`config.mk`:
```
export PLATFORM = sky130hd
export DESIGN_NAME = branch_predict_ctrl_flat
export DESIGN_NICKNAME = d
export VERILOG_FILES = /design/src/rtl/branch_predict_ctrl_if.sv /design/src/rtl/branch_predict_ctrl.sv /design/src/flat_wrapper.sv
export SDC_FILE = /design/constraint.sdc
export NUM_CORES = 1
export LEC_CHECK = 0
export CAP_MARGIN = 15
export CORE_ASPECT_RATIO = 0.9
export CORE_MARGIN = 10
export CORE_UTILIZATION = 44
export CTS_BUF_LIST = sky130_fd_sc_hd__clkbuf_2
export DETAILED_ROUTE_END_ITERATION = 12
export HOLD_SLACK_MARGIN = 0.02
export PLACE_DENSITY = 0.95
export SYNTH_ARGS = -nofsm -noshare
export SYNTH_HDL_FRONTEND = slang
export SYNTH_SLANG_ARGS = --single-unit
```
`constraint.sdc`:
```
create_clock -name Clk -period 7.7 [get_ports Clk]
set_input_delay 0.77 -clock Clk [delete_from_list [all_inputs] [get_ports Clk]]
set_output_delay 0.77 -clock Clk [all_outputs]
set_load 0.02 [all_outputs]
```
`src/rtl/branch_predict_ctrl_if.sv`:
```
// Pipeline-side signal bundle for branch_predict_ctrl: IF prediction request/response,
// MEM resolution, and the redirect/flush/statistics outputs.
interface branch_predict_ctrl_if;
  logic [31:0] IF_PC;
  logic        IF_Is_Branch;
  logic [31:0] IF_Target;
  logic        Pred_Taken;
  logic [31:0] Pred_Next_PC;
  logic        MEM_Valid_Branch;
  logic [31:0] MEM_PC;
  logic        MEM_Taken;
  logic [31:0] MEM_Target;
  logic        MEM_Pred_Taken;
  logic        D_Bubble;
  logic        PC_Redirect;
  logic [31:0] Redirect_PC;
  logic        Flush_IF;
  logic        Flush_ID;
  logic        Flush_EX;
  logic [15:0] Branch_Count;
  logic [15:0] Mispredict_Count;

  modport master (
    output IF_PC, IF_Is_Branch, IF_Target,
    output MEM_Valid_Branch, MEM_PC, MEM_Taken, MEM_Target, MEM_Pred_Taken, D_Bubble,
    input  Pred_Taken, Pred_Next_PC, PC_Redirect, Redirect_PC,
    input  Flush_IF, Flush_ID, Flush_EX, Branch_Count, Mispredict_Count
  );

  modport slave (
    input  IF_PC, IF_Is_Branch, IF_Target,
    input  MEM_Valid_Branch, MEM_PC, MEM_Taken, MEM_Target, MEM_Pred_Taken, D_Bubble,
    output Pred_Taken, Pred_Next_PC, PC_Redirect, Redirect_PC,
    output Flush_IF, Flush_ID, Flush_EX, Branch_Count, Mispredict_Count
  );
endinterface

```
`src/rtl/branch_predict_ctrl.sv`:
```
// 2-bit-counter branch predictor with mispredict redirect/flush and a recovery mask.
// Optional resolution/mispredict statistics counters are enabled by defining BP_STATS_EN.
module branch_predict_ctrl #(
  parameter int unsigned IDX_W     = 4,
  parameter int unsigned RECOVER_N = 3
) (
  input logic                  Clk,
  input logic                  reset,
  branch_predict_ctrl_if.slave bp
);
  localparam int unsigned DEPTH = 1 << IDX_W;

  typedef enum logic {IDLE, RECOVER} state_t;

  state_t           state;
  logic [2:0]       rc;
  logic [1:0]       pht [DEPTH];
  logic [IDX_W-1:0] if_idx;
  logic [IDX_W-1:0] mem_idx;
  logic             mis;
  logic             upd;

  assign if_idx  = bp.IF_PC[IDX_W+1:2];
  assign mem_idx = bp.MEM_PC[IDX_W+1:2];

  // Gated by reset so redirect/flush stay low for the whole time reset is held.
  assign mis = reset & (state == IDLE) & bp.MEM_Valid_Branch
             & (bp.MEM_Taken != bp.MEM_Pred_Taken);
  assign upd = (state == IDLE) & bp.MEM_Valid_Branch & ~bp.D_Bubble;

  always_comb begin
    bp.Pred_Taken   = bp.IF_Is_Branch & pht[if_idx][1];
    bp.Pred_Next_PC = bp.Pred_Taken ? bp.IF_Target : bp.IF_PC + 32'd4;
    bp.PC_Redirect  = mis;
    bp.Flush_IF     = mis;
    bp.Flush_ID     = mis;
    bp.Flush_EX     = mis;
    bp.Redirect_PC  = '0;
    if (mis)
      bp.Redirect_PC = bp.MEM_Taken ? bp.MEM_Target : bp.MEM_PC + 32'd4;
  end

  always_ff @(posedge Clk or negedge reset) begin
    if (!reset) begin
      state <= IDLE;
      rc    <= '0;
    end else begin
      case (state)
        IDLE: begin
          if (mis) begin
            state <= RECOVER;
            rc    <= 3'(RECOVER_N);
          end
        end
        RECOVER: begin
          if (!bp.D_Bubble) begin
            rc <= rc - 3'd1;
            if (rc == 3'd1)
              state <= IDLE;
          end
        end
        default: begin
          state <= IDLE;
          rc    <= '0;
        end
      endcase
    end
  end

  // Read-before-write: IF sees the old entry on a same-index update cycle.
  always_ff @(posedge Clk or negedge reset) begin
    if (!reset) begin
      for (int unsigned i = 0; i < DEPTH; i++)
        pht[i] <= 2'b01;
    end else if (upd) begin
      if (bp.MEM_Taken) begin
        if (pht[mem_idx] != 2'b11)
          pht[mem_idx] <= pht[mem_idx] + 2'b01;
      end else begin
        if (pht[mem_idx] != 2'b00)
          pht[mem_idx] <= pht[mem_idx] - 2'b01;
      end
    end
  end

`ifdef BP_STATS_EN
  logic [15:0] branch_cnt;
  logic [15:0] mispredict_cnt;

  always_ff @(posedge Clk or negedge reset) begin
    if (!reset) begin
      branch_cnt     <= '0;
      mispredict_cnt <= '0;
    end else begin
      if (upd && branch_cnt != '1)
        branch_cnt <= branch_cnt + 16'd1;
      if (mis && mispredict_cnt != '1)
        mispredict_cnt <= mispredict_cnt + 16'd1;
    end
  end

  assign bp.Branch_Count     = branch_cnt;
  assign bp.Mispredict_Count = mispredict_cnt;
`else
  assign bp.Branch_Count     = '0;
  assign bp.Mispredict_Count = '0;
`endif
endmodule

```
`src/flat_wrapper.sv`:
```
// flat-port wrapper written by rule: the top's interface ports become plain ports
module branch_predict_ctrl_flat 
#(
  parameter int unsigned IDX_W     = 4,
  parameter int unsigned RECOVER_N = 3
)
  (Clk, reset, bp_IF_PC, bp_IF_Is_Branch, bp_IF_Target, bp_MEM_Valid_Branch, bp_MEM_PC, bp_MEM_Taken, bp_MEM_Target, bp_MEM_Pred_Taken, bp_D_Bubble, bp_Pred_Taken, bp_Pred_Next_PC, bp_PC_Redirect, bp_Redirect_PC, bp_Flush_IF, bp_Flush_ID, bp_Flush_EX, bp_Branch_Count, bp_Mispredict_Count);
  branch_predict_ctrl_if bp_i ();
  input logic Clk;
  input logic reset;
  input wire logic [$bits(bp_i.IF_PC)-1:0] bp_IF_PC;
  input wire logic [$bits(bp_i.IF_Is_Branch)-1:0] bp_IF_Is_Branch;
  input wire logic [$bits(bp_i.IF_Target)-1:0] bp_IF_Target;
  input wire logic [$bits(bp_i.MEM_Valid_Branch)-1:0] bp_MEM_Valid_Branch;
  input wire logic [$bits(bp_i.MEM_PC)-1:0] bp_MEM_PC;
  input wire logic [$bits(bp_i.MEM_Taken)-1:0] bp_MEM_Taken;
  input wire logic [$bits(bp_i.MEM_Target)-1:0] bp_MEM_Target;
  input wire logic [$bits(bp_i.MEM_Pred_Taken)-1:0] bp_MEM_Pred_Taken;
  input wire logic [$bits(bp_i.D_Bubble)-1:0] bp_D_Bubble;
  output wire logic [$bits(bp_i.Pred_Taken)-1:0] bp_Pred_Taken;
  output wire logic [$bits(bp_i.Pred_Next_PC)-1:0] bp_Pred_Next_PC;
  output wire logic [$bits(bp_i.PC_Redirect)-1:0] bp_PC_Redirect;
  output wire logic [$bits(bp_i.Redirect_PC)-1:0] bp_Redirect_PC;
  output wire logic [$bits(bp_i.Flush_IF)-1:0] bp_Flush_IF;
  output wire logic [$bits(bp_i.Flush_ID)-1:0] bp_Flush_ID;
  output wire logic [$bits(bp_i.Flush_EX)-1:0] bp_Flush_EX;
  output wire logic [$bits(bp_i.Branch_Count)-1:0] bp_Branch_Count;
  output wire logic [$bits(bp_i.Mispredict_Count)-1:0] bp_Mispredict_Count;
  assign bp_i.IF_PC = bp_IF_PC;
  assign bp_i.IF_Is_Branch = bp_IF_Is_Branch;
  assign bp_i.IF_Target = bp_IF_Target;
  assign bp_i.MEM_Valid_Branch = bp_MEM_Valid_Branch;
  assign bp_i.MEM_PC = bp_MEM_PC;
  assign bp_i.MEM_Taken = bp_MEM_Taken;
  assign bp_i.MEM_Target = bp_MEM_Target;
  assign bp_i.MEM_Pred_Taken = bp_MEM_Pred_Taken;
  assign bp_i.D_Bubble = bp_D_Bubble;
  assign bp_Pred_Taken = bp_i.Pred_Taken;
  assign bp_Pred_Next_PC = bp_i.Pred_Next_PC;
  assign bp_PC_Redirect = bp_i.PC_Redirect;
  assign bp_Redirect_PC = bp_i.Redirect_PC;
  assign bp_Flush_IF = bp_i.Flush_IF;
  assign bp_Flush_ID = bp_i.Flush_ID;
  assign bp_Flush_EX = bp_i.Flush_EX;
  assign bp_Branch_Count = bp_i.Branch_Count;
  assign bp_Mispredict_Count = bp_i.Mispredict_Count;
  branch_predict_ctrl #(.IDX_W(IDX_W), .RECOVER_N(RECOVER_N)) u_core (.Clk(Clk), .reset(reset), .bp(bp_i));
endmodule
```
==> Implementation_results.wiki <==
{| class="wikitable"
! Metric !! Value
|-
| Number of nets with antenna violations after routing || 0
|-
| Largest net degree at the start of global routing || 47
|-
| Vias || 4416
|-
| Setup repair after global routing missed its margin || no
|-
| Yosys warns || 0
|-
| # setup viols final || 0
|-
| I/O Buffers || 203
|-
| P_sw || 0.000340 W
|-
| Slack of the critical path || 2780 ps
|-
| Initial antenna violation count || 0
|-
| Post-Route Setup TNS || 0 ps
|-
| Cell variety after synth || 45
|-
| Cell internal power dissipation || 0.000588 W
|-
| Overall routed net length || 15900 µm
|-
| Final hold slack || 519 ps
|-
| Clock buffer count from CTS || 5
|-
| Headroom to the max-slew limit || 47.9%
|-
| Count of final hold-check violations || 0
|-
| Power density normalized to cell area || 145 mW/mm²
|-
| Worst Setup End Kind || output port
|-
| I/O Pins || 236
|-
| Required time reported for the critical path endpoint || 6930 ps
|-
| Fillcell total || 761
|-
| Arr. time, crit path || 4150 ps
|-
| Leading cell type in the layout, fill and taps excluded || clkdlybuf4s50_1
|-
| Tightest Hold Check Type || reg -> reg
|-
| Vias in the first global route || 4527
|-
| Most frequent cells in the layout || 203 x clkdlybuf4s50_1, 44 x nand3_1, 38 x xnor2_1
|-
| Clk sink count || 36
|-
| FFs w/ async S/R, synth || 100%
|-
| Sequential share of power || 34.1%
|-
| DRC violation count after routing || 0
|-
| Yosys reg bits || 36
|-
| Post-detail-place hpwl || 13400 µm
|-
| Clock tree buffer depth || 2
|-
| Final number of max-transition violations || 0
|-
| Share of the yosys chip area belonging to registers || 20.7%
|-
| Number of cell rows || 34
|-
| Floorplan Core Area || 0.00974 mm²
|-
| Maximum fanout along the worst path || 25
|-
| Fraction of final layout cells sized beyond drive strength 1 || 15.8%
|-
| Antenna diode count || 0
|-
| Final period utilization || 63.9%
|-
| Post-synth top flop || dfrtp_1
|-
| Max_cap viols || 0
|-
| Result of the run || completed
|-
| Total Nets Final || 812
|-
| Design Power || 0.000928 W
|-
| Die Ht || 115 µm
|-
| Static leakage || 2.54 nW
|-
| Startpoint class of the critical path || input port
|-
| CTS tree || built
|-
| Area growth from synthesis to layout || 44.5%
|-
| Number of synthesized flops with an enable pin || 0
|-
| Source-to-sink clock delay at the later pin of the worst-skew pair || 400 ps
|-
| Worst ir drop on vdd || 0.000164 V
|-
| Number of hold-repair buffers added at the cts stage || 0
|-
| Synthesized area divided by synthesized cell count || 9.17 µm²
|-
| GRT Resource Usage Total || 20.5%
|-
| Die width || 126 µm
|-
| Setup WS pre-CTS || 2780 ps
|-
| Clock group share of total power || 12.9%
|-
| Register cell area after layout || 921 µm²
|-
| Comb power frac || 53.1%
|-
| Cells resized by post-CTS repair || 0
|-
| Floorplan die area || 0.0145 mm²
|-
| Final min period || 4920 ps
|-
| Post-synthesis instance area || 0.00444 mm²
|-
| Area of the multi-input gates || 0.00317 mm²
|-
| Cell at the root of the clock tree || clkbuf_2
|-
| Setup clock skew after layout || 22.3 ps
|-
| Clk slew on worst S/H paths || 180 ps
|-
| First DRT Iteration DRCs || 459
|-
| Number of instances in the synthesized netlist || 484
|-
| Category of the most critical setup path || in -> out
|-
| Slew at the pin closest to its max-slew limit || 780 ps
|-
| Wire length of the first global-routing pass || 24900 µm
|-
| Total number of H-tree levels || 2
|-
| Buffers inserted during post-CTS setup optimization || 0
|-
| Effective utilization at floorplan || 45.6%
|-
| Switching share of power || 36.6%
|-
| Routed via count divided by cell count || 5.55
|-
| Congestion Overflow GR || 0
|-
| Routed wirelength normalized by instance count || 20.0 µm
|-
| Upper clock frequency limit || 203 MHz
|-
| Detailed-router iteration count before antenna repair || 5
|-
| Routability cong. || 0.868
|}
[logic make-up (layout without fill, tap and decap cells)]
family | Yosys count | in the layout | synth area share (%)
AND/OR/NAND/NOR | 167 | 167 | 21.0
other | 1 | 32 | 0.0844
adder cells (fa/ha/maj) | 9 | 9 | 2.54
flip-flops | 36 | 36 | 20.7
XOR/XNOR | 58 | 58 | 11.4
multiplexers | 88 | 88 | 26.6
buffers and inverters | 73 | 227 | 10.7
AO/OA/AOI/OAI | 52 | 52 | 6.88
[critical path: stages]
cell and delay [ps]:
clkdlybuf4s50_1 930, mux2i_1 160, a22oi_1 230, nand4b_1 200, o22ai_4 410, buf_4 480, mux2_2 390, clkdlybuf4s50_1 550
[Yosys cell counts (4+ instances only)]
cell	count	area [µm²]
nand3_1	44	220
dfrtp_1	20	500
a21oi_1	26	130
mux4_2	9	203
clkbuf_1	14	52.6
buf_6	7	78.8
xor2_1	20	175
and4_1	8	70.1
mux2i_1	14	140
nand4_1	21	131
dfstp_2	16	420
nor2b_1	8	50.1
inv_1	10	37.5
and2_1	4	25.0
mux2_1	8	90.1
xnor2_1	38	333
ha_1	9	113
nand2_1	26	97.6
nor2_1	23	86.3
and3_1	11	68.8
mux2_4	28	420
o21ai_0	18	90.1
nor4_1	6	37.5
mux2_2	28	315
nor3_1	7	35.0
buf_4	35	263
[stage by stage]
stage | cell area (µm²) | utilization [%] | cells
after detailed placement | 6340 | 65.1 | 786
after floorplan | 4560 | - | 515
final | 6420 | 65.9 | 795
after global routing | 6420 | 65.9 | 795
after global placement | 6340 | 65.1 | 786
after CTS | 6410 | 65.8 | 794
[area by class of cell]
class	instances	area share [%]
Sequential cell	36	14.3
Clock inverter	2	0.546
Clock buffer	6	0.468
Multi-Input combinational cell	406	49.3
Tap cell	126	2.46
Inverter	12	0.702
Timing Repair Buffer	207	32.1
[power groups by stage]
stage	Clock [W]	Sequential [W]	Combinational [W]
final	0.000119	0.000316	0.000493
after global routing	0.000132	0.000324	0.000532
after CTS	0.000121	0.000315	0.000488
after detailed placement	0	0.000319	0.000486
after global placement	0	0.000312	0.000464
after floorplan	0	0.000300	0.000328
[metal layers]
layer	track usage, %	part of all wire (%)
met1	23.2	37
met2	38.0	54
met3	4.05	6.2
met4	6.52	3.1
met5	0	0
[final timing paths]
check                      slack, ps  cells after the start         start                    endpoint
max                             2780                      8   bp_IF_PC[4]          bp_Pred_Next_PC[1]
min                              520                      2  u_core.state                u_core.state
max reg2reg                     4320                      9          flop              u_core.pht[17]
min reg2reg                      520                      2  u_core.state                u_core.state
max in group asynchronous       6570                      2         reset  asynchronous set/reset pin
min in group asynchronous        760                      2         reset              u_core.pht[11]
Note: power is estimated with default switching activity, not from simulation.
